`src/rtl/br_pkg.sv`:
```
// Shared definitions for the BR register-file write-back path.
package br_pkg;

    localparam int unsigned XLEN_DEFAULT  = 32;
    localparam int unsigned NREGS_DEFAULT = 32;
    localparam int unsigned REG_AW        = 5;

    typedef enum logic {
        SRC_A = 1'b0,
        SRC_B = 1'b1
    } src_t;

endpackage

```
`src/rtl/br_scoreboard.sv`:
```
// Per-register pending-write scoreboard and decode hazard (RAW/WAW) stall.
module br_scoreboard
    import br_pkg::*;
#(
    parameter int unsigned NREGS = NREGS_DEFAULT
) (
    input  logic                     clk,
    input  logic                     rst_n,
    input  logic                     iss_valid,
    input  logic                     iss_wr,
    input  logic [$clog2(NREGS)-1:0] iss_rs1,
    input  logic [$clog2(NREGS)-1:0] iss_rs2,
    input  logic [$clog2(NREGS)-1:0] iss_rd,
    input  logic                     clr_en,
    input  logic [$clog2(NREGS)-1:0] clr_idx,
    output logic                     stall
);

    logic [NREGS-1:0] pend;
    logic [NREGS-1:0] pend_nxt;
    logic             set_en;

    assign stall  = iss_valid & (pend[iss_rs1] | pend[iss_rs2] | (iss_wr & pend[iss_rd]));
    assign set_en = iss_valid & iss_wr & ~stall & (iss_rd != '0);

    // Set is applied after clear so a fresh issue wins over a same-edge write-back.
    always_comb begin
        pend_nxt = pend;
        if (clr_en) begin
            pend_nxt[clr_idx] = 1'b0;
        end
        if (set_en) begin
            pend_nxt[iss_rd] = 1'b1;
        end
        pend_nxt[0] = 1'b0;
    end

    always_ff @(posedge clk or negedge rst_n) begin
        if (!rst_n) begin
            pend <= '0;
        end else begin
            pend <= pend_nxt;
        end
    end

endmodule

```
`src/rtl/br_wb_ctrl.sv`:
```
// Write-back controller: round-robin arbitration of ALU and load results onto
// the single BR write port, plus the pending scoreboard driving decode stalls.
module br_wb_ctrl
    import br_pkg::*;
#(
    parameter int unsigned XLEN  = XLEN_DEFAULT,
    parameter int unsigned NREGS = NREGS_DEFAULT
) (
    input  logic                     clk,
    input  logic                     rst_n,
    input  logic                     a_valid,
    input  logic [$clog2(NREGS)-1:0] a_rd,
    input  logic [XLEN-1:0]          a_data,
    output logic                     a_ready,
    input  logic                     b_valid,
    input  logic [$clog2(NREGS)-1:0] b_rd,
    input  logic [XLEN-1:0]          b_data,
    output logic                     b_ready,
    input  logic                     iss_valid,
    input  logic                     iss_wr,
    input  logic [$clog2(NREGS)-1:0] iss_rs1,
    input  logic [$clog2(NREGS)-1:0] iss_rs2,
    input  logic [$clog2(NREGS)-1:0] iss_rd,
    output logic                     stall,
    output logic [$clog2(NREGS)-1:0] a3,
    output logic [XLEN-1:0]          wd3,
    output logic                     we
);

    src_t                     last;
    src_t                     last_nxt;
    logic                     a_acc;
    logic                     b_acc;
    logic [$clog2(NREGS)-1:0] g_rd;
    logic [XLEN-1:0]          g_data;

    assign a_ready = ~b_valid | (last == SRC_B);
    assign b_ready = ~a_valid | (last == SRC_A);
    assign a_acc   = a_valid & a_ready;
    assign b_acc   = b_valid & b_ready;

    // At most one of a_acc/b_acc can be high, so B only needs to override A.
    always_comb begin
        last_nxt = last;
        g_rd     = a_rd;
        g_data   = a_data;
        if (b_acc) begin
            last_nxt = SRC_B;
            g_rd     = b_rd;
            g_data   = b_data;
        end else if (a_acc) begin
            last_nxt = SRC_A;
        end
    end

    always_ff @(posedge clk or negedge rst_n) begin
        if (!rst_n) begin
            last <= SRC_B;
        end else begin
            last <= last_nxt;
        end
    end

    always_ff @(posedge clk or negedge rst_n) begin
        if (!rst_n) begin
            a3  <= '0;
            wd3 <= '0;
            we  <= 1'b0;
        end else if (a_acc | b_acc) begin
            a3  <= g_rd;
            wd3 <= g_data;
            we  <= (g_rd != '0);
        end else begin
            we  <= 1'b0;
        end
    end

    br_scoreboard #(
        .NREGS (NREGS)
    ) u_sb (
        .clk       (clk),
        .rst_n     (rst_n),
        .iss_valid (iss_valid),
        .iss_wr    (iss_wr),
        .iss_rs1   (iss_rs1),
        .iss_rs2   (iss_rs2),
        .iss_rd    (iss_rd),
        .clr_en    (we),
        .clr_idx   (a3),
        .stall     (stall)
    );

endmodule
```
`config.mk`:
```
export PLATFORM = sky130hd
export DESIGN_NAME = br_wb_ctrl
export DESIGN_NICKNAME = d
export VERILOG_FILES = /design/src/rtl/br_pkg.sv /design/src/rtl/br_scoreboard.sv /design/src/rtl/br_wb_ctrl.sv
export SDC_FILE = /design/constraint.sdc
export NUM_CORES = 1
export LEC_CHECK = 0
export ABC_AREA = 1
export CAP_MARGIN = 20
export CORE_MARGIN = 1
export CORE_UTILIZATION = 52
export CTS_CLUSTER_DIAMETER = 120
export DETAILED_ROUTE_END_ITERATION = 6
export GPL_TIMING_DRIVEN = 0
export PLACE_DENSITY = 0.87
export SLEW_MARGIN = 10
export SYNTH_ARGS = -nofsm -noshare
export SYNTH_HDL_FRONTEND = slang
export SYNTH_HIERARCHICAL = 1
export SYNTH_SLANG_ARGS = --single-unit
```
`constraint.sdc`:
```
create_clock -name clk -period 2.3 [get_ports clk]
set_input_delay 0.46 -clock clk [delete_from_list [all_inputs] [get_ports clk]]
set_output_delay 0.46 -clock clk [all_outputs]
set_load 0.005 [all_outputs]
```
# Yosys cells after proc, flatten, opt, wreduce, memory -nomap -nowiden
# Index checks and enable logic that the tools add are counted.
# classes
order_cmp	6
n_mux	17
bitwise	19
reduce_logical	5
# ops
op	n
$mux W32	3
$and A32 B32 Y32	1
$not A32 Y32	1
$or A32 B32 Y32	1
$lt A5 B6 Y1 const B	4
$bmux W1 S5	3
$demux W1 S5	2
$ge A5 B1 Y1 const B	2
$reduce_bool A5 Y1	2
$mux W1	8
$and A1 B1 Y1	7
$mux W5	1
$or A1 B1 Y1	5
$not A1 Y1	4
$logic_and A1 B1 Y1	2
$reduce_bool A2 Y1	1
# word_totals
regBits	70
in_bits	95
elab_cells	52

# Logic depth before layout (Yosys ltp)
# logic_depth
depth_word	9
ltp_mapped	15
depth_no_buf	12

# Modules after synthesis
# The synthesis kept the hierarchy.
# modules_own_cells
mod	instances	cells_each	area_each_um2	seq_area_each_um2
br_scoreboard	1	457	2756.4	775.7
br_wb_ctrl	1	230	1888.1	977.2

# Worst setup path after synthesis
# OpenSTA, ideal clock, no wires.
# synth_path
path_kind	input -> output
start	input port iss_rd[0]
end	output port stall
arrival_time_ns	1.428
t_required_ns	1.840
slack_ns	0.412
cell_stages	11
path_cell_list	buf_6 > buf_6 > o21ai_0 > nand2_1 > nand2_1 > nand2_1 > nand2_1 > nor2_1 > a21boi_2 > o21ai_0 > inv_1
# synth_via
elab_chain_cells	5
# synth_lines
item	line_no	text
from (decl)	br_wb_ctrl.sv:23	input logic [$clog2(NREGS)-1:0] iss_rd,
$bmux W1 S5	br_scoreboard.sv:23	assign stall = iss_valid & (pend[iss_rs1] | pend[iss_rs2] | (iss_wr & pend[iss_rd]));
$mux W1 (implied by the code)	br_scoreboard.sv:23	
$and A1 B1 Y1	br_scoreboard.sv:23	
$or A1 B1 Y1	br_scoreboard.sv:23	
$and A1 B1 Y1	br_scoreboard.sv:23	
to (decl)	br_wb_ctrl.sv:24	output logic stall,
# Every way passes these cells. The select of a mux whose other input is x is not followed.

# Final worst setup path
# layout_path
start	input port a_valid
end	output port b_ready
# layout_via
elab_chain_cells	2
# layout_lines
item	line_no	text
from (decl)	br_wb_ctrl.sv:11	input logic a_valid,
$not A1 Y1	br_wb_ctrl.sv:38	assign b_ready = ~a_valid | (last == SRC_A);
$or A1 B1 Y1	br_wb_ctrl.sv:38	
to (decl)	br_wb_ctrl.sv:18	output logic b_ready,
# Every way passes these cells.

==> out/results.ini <==
[power]
pwr-share-seq_pct = 41.7
power_mw = 4.87
swShare_pct = 40.0
p_per_area_nw_per_um2 = 749
leakage_nw = 3.01
p_comb_share_pct = 40.5
power.switching_mw = 1.95
internal_power_mw = 2.92
irDropWorstVdd_mv = 0.481
p_clk_share_pct = 17.8

[layout]
final-instance-count-excl-fill = 962
drive_above_1_share_pct = 14.6
num_antenna_cells = 0
final_area_um2 = 6500
area_delta_synth_final_pct = 39.9
fin_util_pct = 74.9
nNetsFinal = 944

[sta]
slew_headroom_pct = 68.2
period_share_pct = 95.2
setup_violations = 0
rsz0062_at_grt = no
slew_viol_final = 0
hold_ws_ns = 0.443
finClkSkew_ns = 0.0128
worst_pin_slew_ns = 0.477
max_freq_ghz = 0.456
fin_crit_ns = 2.19
final_hold_viol_count = 0

[synthesis]
ys_seq_area_share_pct = 37.7
avgSynthCellArea_um2 = 6.76
ys_types = 24
yosysWarnings = 6
synth_area_um2 = 4640
synthCells = 687
synth-seq-cells = 70
synth_nets = 782

[placed_design]
post-dp-hpwl_mm = 11.6
place_area_um2 = 6110
io_buffers = 130
place.gp.congestion = 0.886
dp.cells = 926

[critical_path]
worstSetupStartpointType = input pin
criticalPathCategory = in -> out
worst_ep_required_time_ns = 1.84
worstSetupEndpointType = output pin
critical_path.max_fanout = 9
cp.arrival_ns = 1.73

[routing]
drc = 0
vias = 5379
post_drt_wl_per_cell_um = 16.2
via_per_inst = 5.59
wl_mm = 15.6
firstDrtPassIters = 5
route.antenna.remaining_nets = 0
drt-initial-drc-count = 369

[clocking]
clockRootBuffer = clkbuf_8
cts_tree = yes
numCtsBuffers = 9
worstSkewPairLatency_ns = 0.36
clk_pin_slew_worst_paths_ns = 0.08
clock-sinks = 70
cts_max_level = 3
cts_buffer_depth = 2

[die]
die_w_um = 96.5
die_h_um = 96.5
core_um2 = 8680
io_pins = 136
row_count = 34
die_area_um2 = 9310
initial_core_util_pct = 53.5

[global_route]
grt.total_usage_pct = 34.2
grt.overflow.total = 0
grt_pass1_wl_mm = 24.0
grt_antenna_before_repair = 0
grt_max_degree = 68
grt_pass1_vias = 5023

[status]
status = finished clean

[run]
max_cap_violations = 0

[hold_path]
worst_hold_path_type = in -> async

worst paths after layout:
kind | from | end | slack, ns | depth (start not counted)
worst min-delay path | rst_n | wd3[21] | 0.44 | 2
worst max register to register | u_sb/pend[10] | u_sb/pend[6] | 0.50 | 14
min in group clk | wd3[20] | wd3[20] | 0.49 | 2
max in group asynchronous | rst_n | last | 1.31 | 3
worst max-delay path | a_valid | b_ready | 0.11 | 3
worst min register to register | wd3[20] | wd3[20] | 0.49 | 2
what timing repair did:
action                                 CTS  global route
gates cloned                             1             1
setup endpoints to repair                2             2
pin swaps                                3            11
setup buffers                            8            10
endpoints found under the hold margin    3             0
gates resized for setup                 39            27
hold buffers                             1             0
area by class of cell:
| cell class | instances | area, µm² |
|---|---|---|
| fill | 694 | 2180 |
| tap | 108 | 135 |
| inverter | 68 | 264 |
| sequential | 70 | 1750 |
| clock buffer | 9 | 124 |
| timing repair buffer | 152 | 1460 |
| clock inverter | 7 | 41.3 |
| multi-input combinational | 513 | 2450 |
| buffer | 35 | 269 |
per-stage QoR:
stage | setup WS [ns] | TNS (ns)
floorplan | 0.412 | 0
global placement | -1.52 | -107.95
detailed placement | -0.815 | -4.97
CTS | -0.0407 | -0.0407
global route | 0.0101 | 0
finish | 0.109 | 0
critical path: stages:
cell	delay [ns]
clkdlybuf4s50_1	0.55
nand2_4	0.20
clkdlybuf4s50_1	0.52
metal layers:
layer | GRT usage [%] | wire length (µm) | part of all wire, % | up-vias
met2 | 55.8 | 7470 | 48 | 292
met4 | 18.8 | 692 | 4.4 | 0
met3 | 9.31 | 1360 | 8.7 | 59
met5 | 0 | 0 | 0 | -
li1 | - | - | - | 2554
met1 | 41.0 | 6100 | 39 | 2474
power by group through the flow:
stage	Combinational, mW	Clock, mW	Sequential [mW]
floorplan	1.08	0	1.89
global placement	1.73	0	2.00
detailed placement	1.79	0	2.02
CTS	1.83	0.876	2.00
global route	2.18	0.935	2.07
finish	1.97	0.868	2.03
kinds of logic after synthesis:
family | share of synthesized area, %
simple gates | 35.4
compound gates | 15.9
buf+inv | 10.9
flops | 37.7
cell usage after synthesis:
cell type	instances	area, µm²
a21boi_2	1	11.3
a21oi_1	29	145
buf_1	1	3.75
buf_2	14	70.1
buf_4	9	67.6
buf_6	8	90.1
clkbuf_1	4	15.0
dfrtp_1	69	1730
dfstp_2	1	26.3
inv_1	65	244
inv_2	1	3.75
inv_4	2	12.5
nand2_1	214	803
nand2_2	2	12.5
nand2_4	2	22.5
nand3_1	81	405
nand3_2	20	200
nand3b_1	1	7.51
nor2_1	38	143
nor2_4	1	11.3
nor3_1	8	40.0
o211ai_1	1	7.51
o21ai_0	76	380
o21ai_1	39	195
layout by cell type (no fill, tap or decap), types with 3 or more instances in the layout:
cell             synthesis  final
nand2_1                214    213
clkdlybuf4s50_1          0    121
nand3_1                 81     78
dfrtp_1                 69     69
o21ai_0                 76     68
inv_1                   65     56
o21ai_1                 39     45
nor2_1                  38     36
buf_4                    9     31
a21oi_1                 29     29
nand3_2                 20     23
buf_6                    8     12
buf_2                   14      9
clkbuf_8                 0      9
inv_2                    1      9
clkinv_2                 0      5
nand2_4                  2      4
clkbuf_1                 4      4
clkbuf_2                 0      4
nor3_1                   8      4
nor3_2                   0      3
flip-flops by register name, summed over array words and instances (netlist names):
name	count
we	1
last	1
u_sb/pend	31
wd3	32
a3	5
Power figures use the tool's default switching activity.
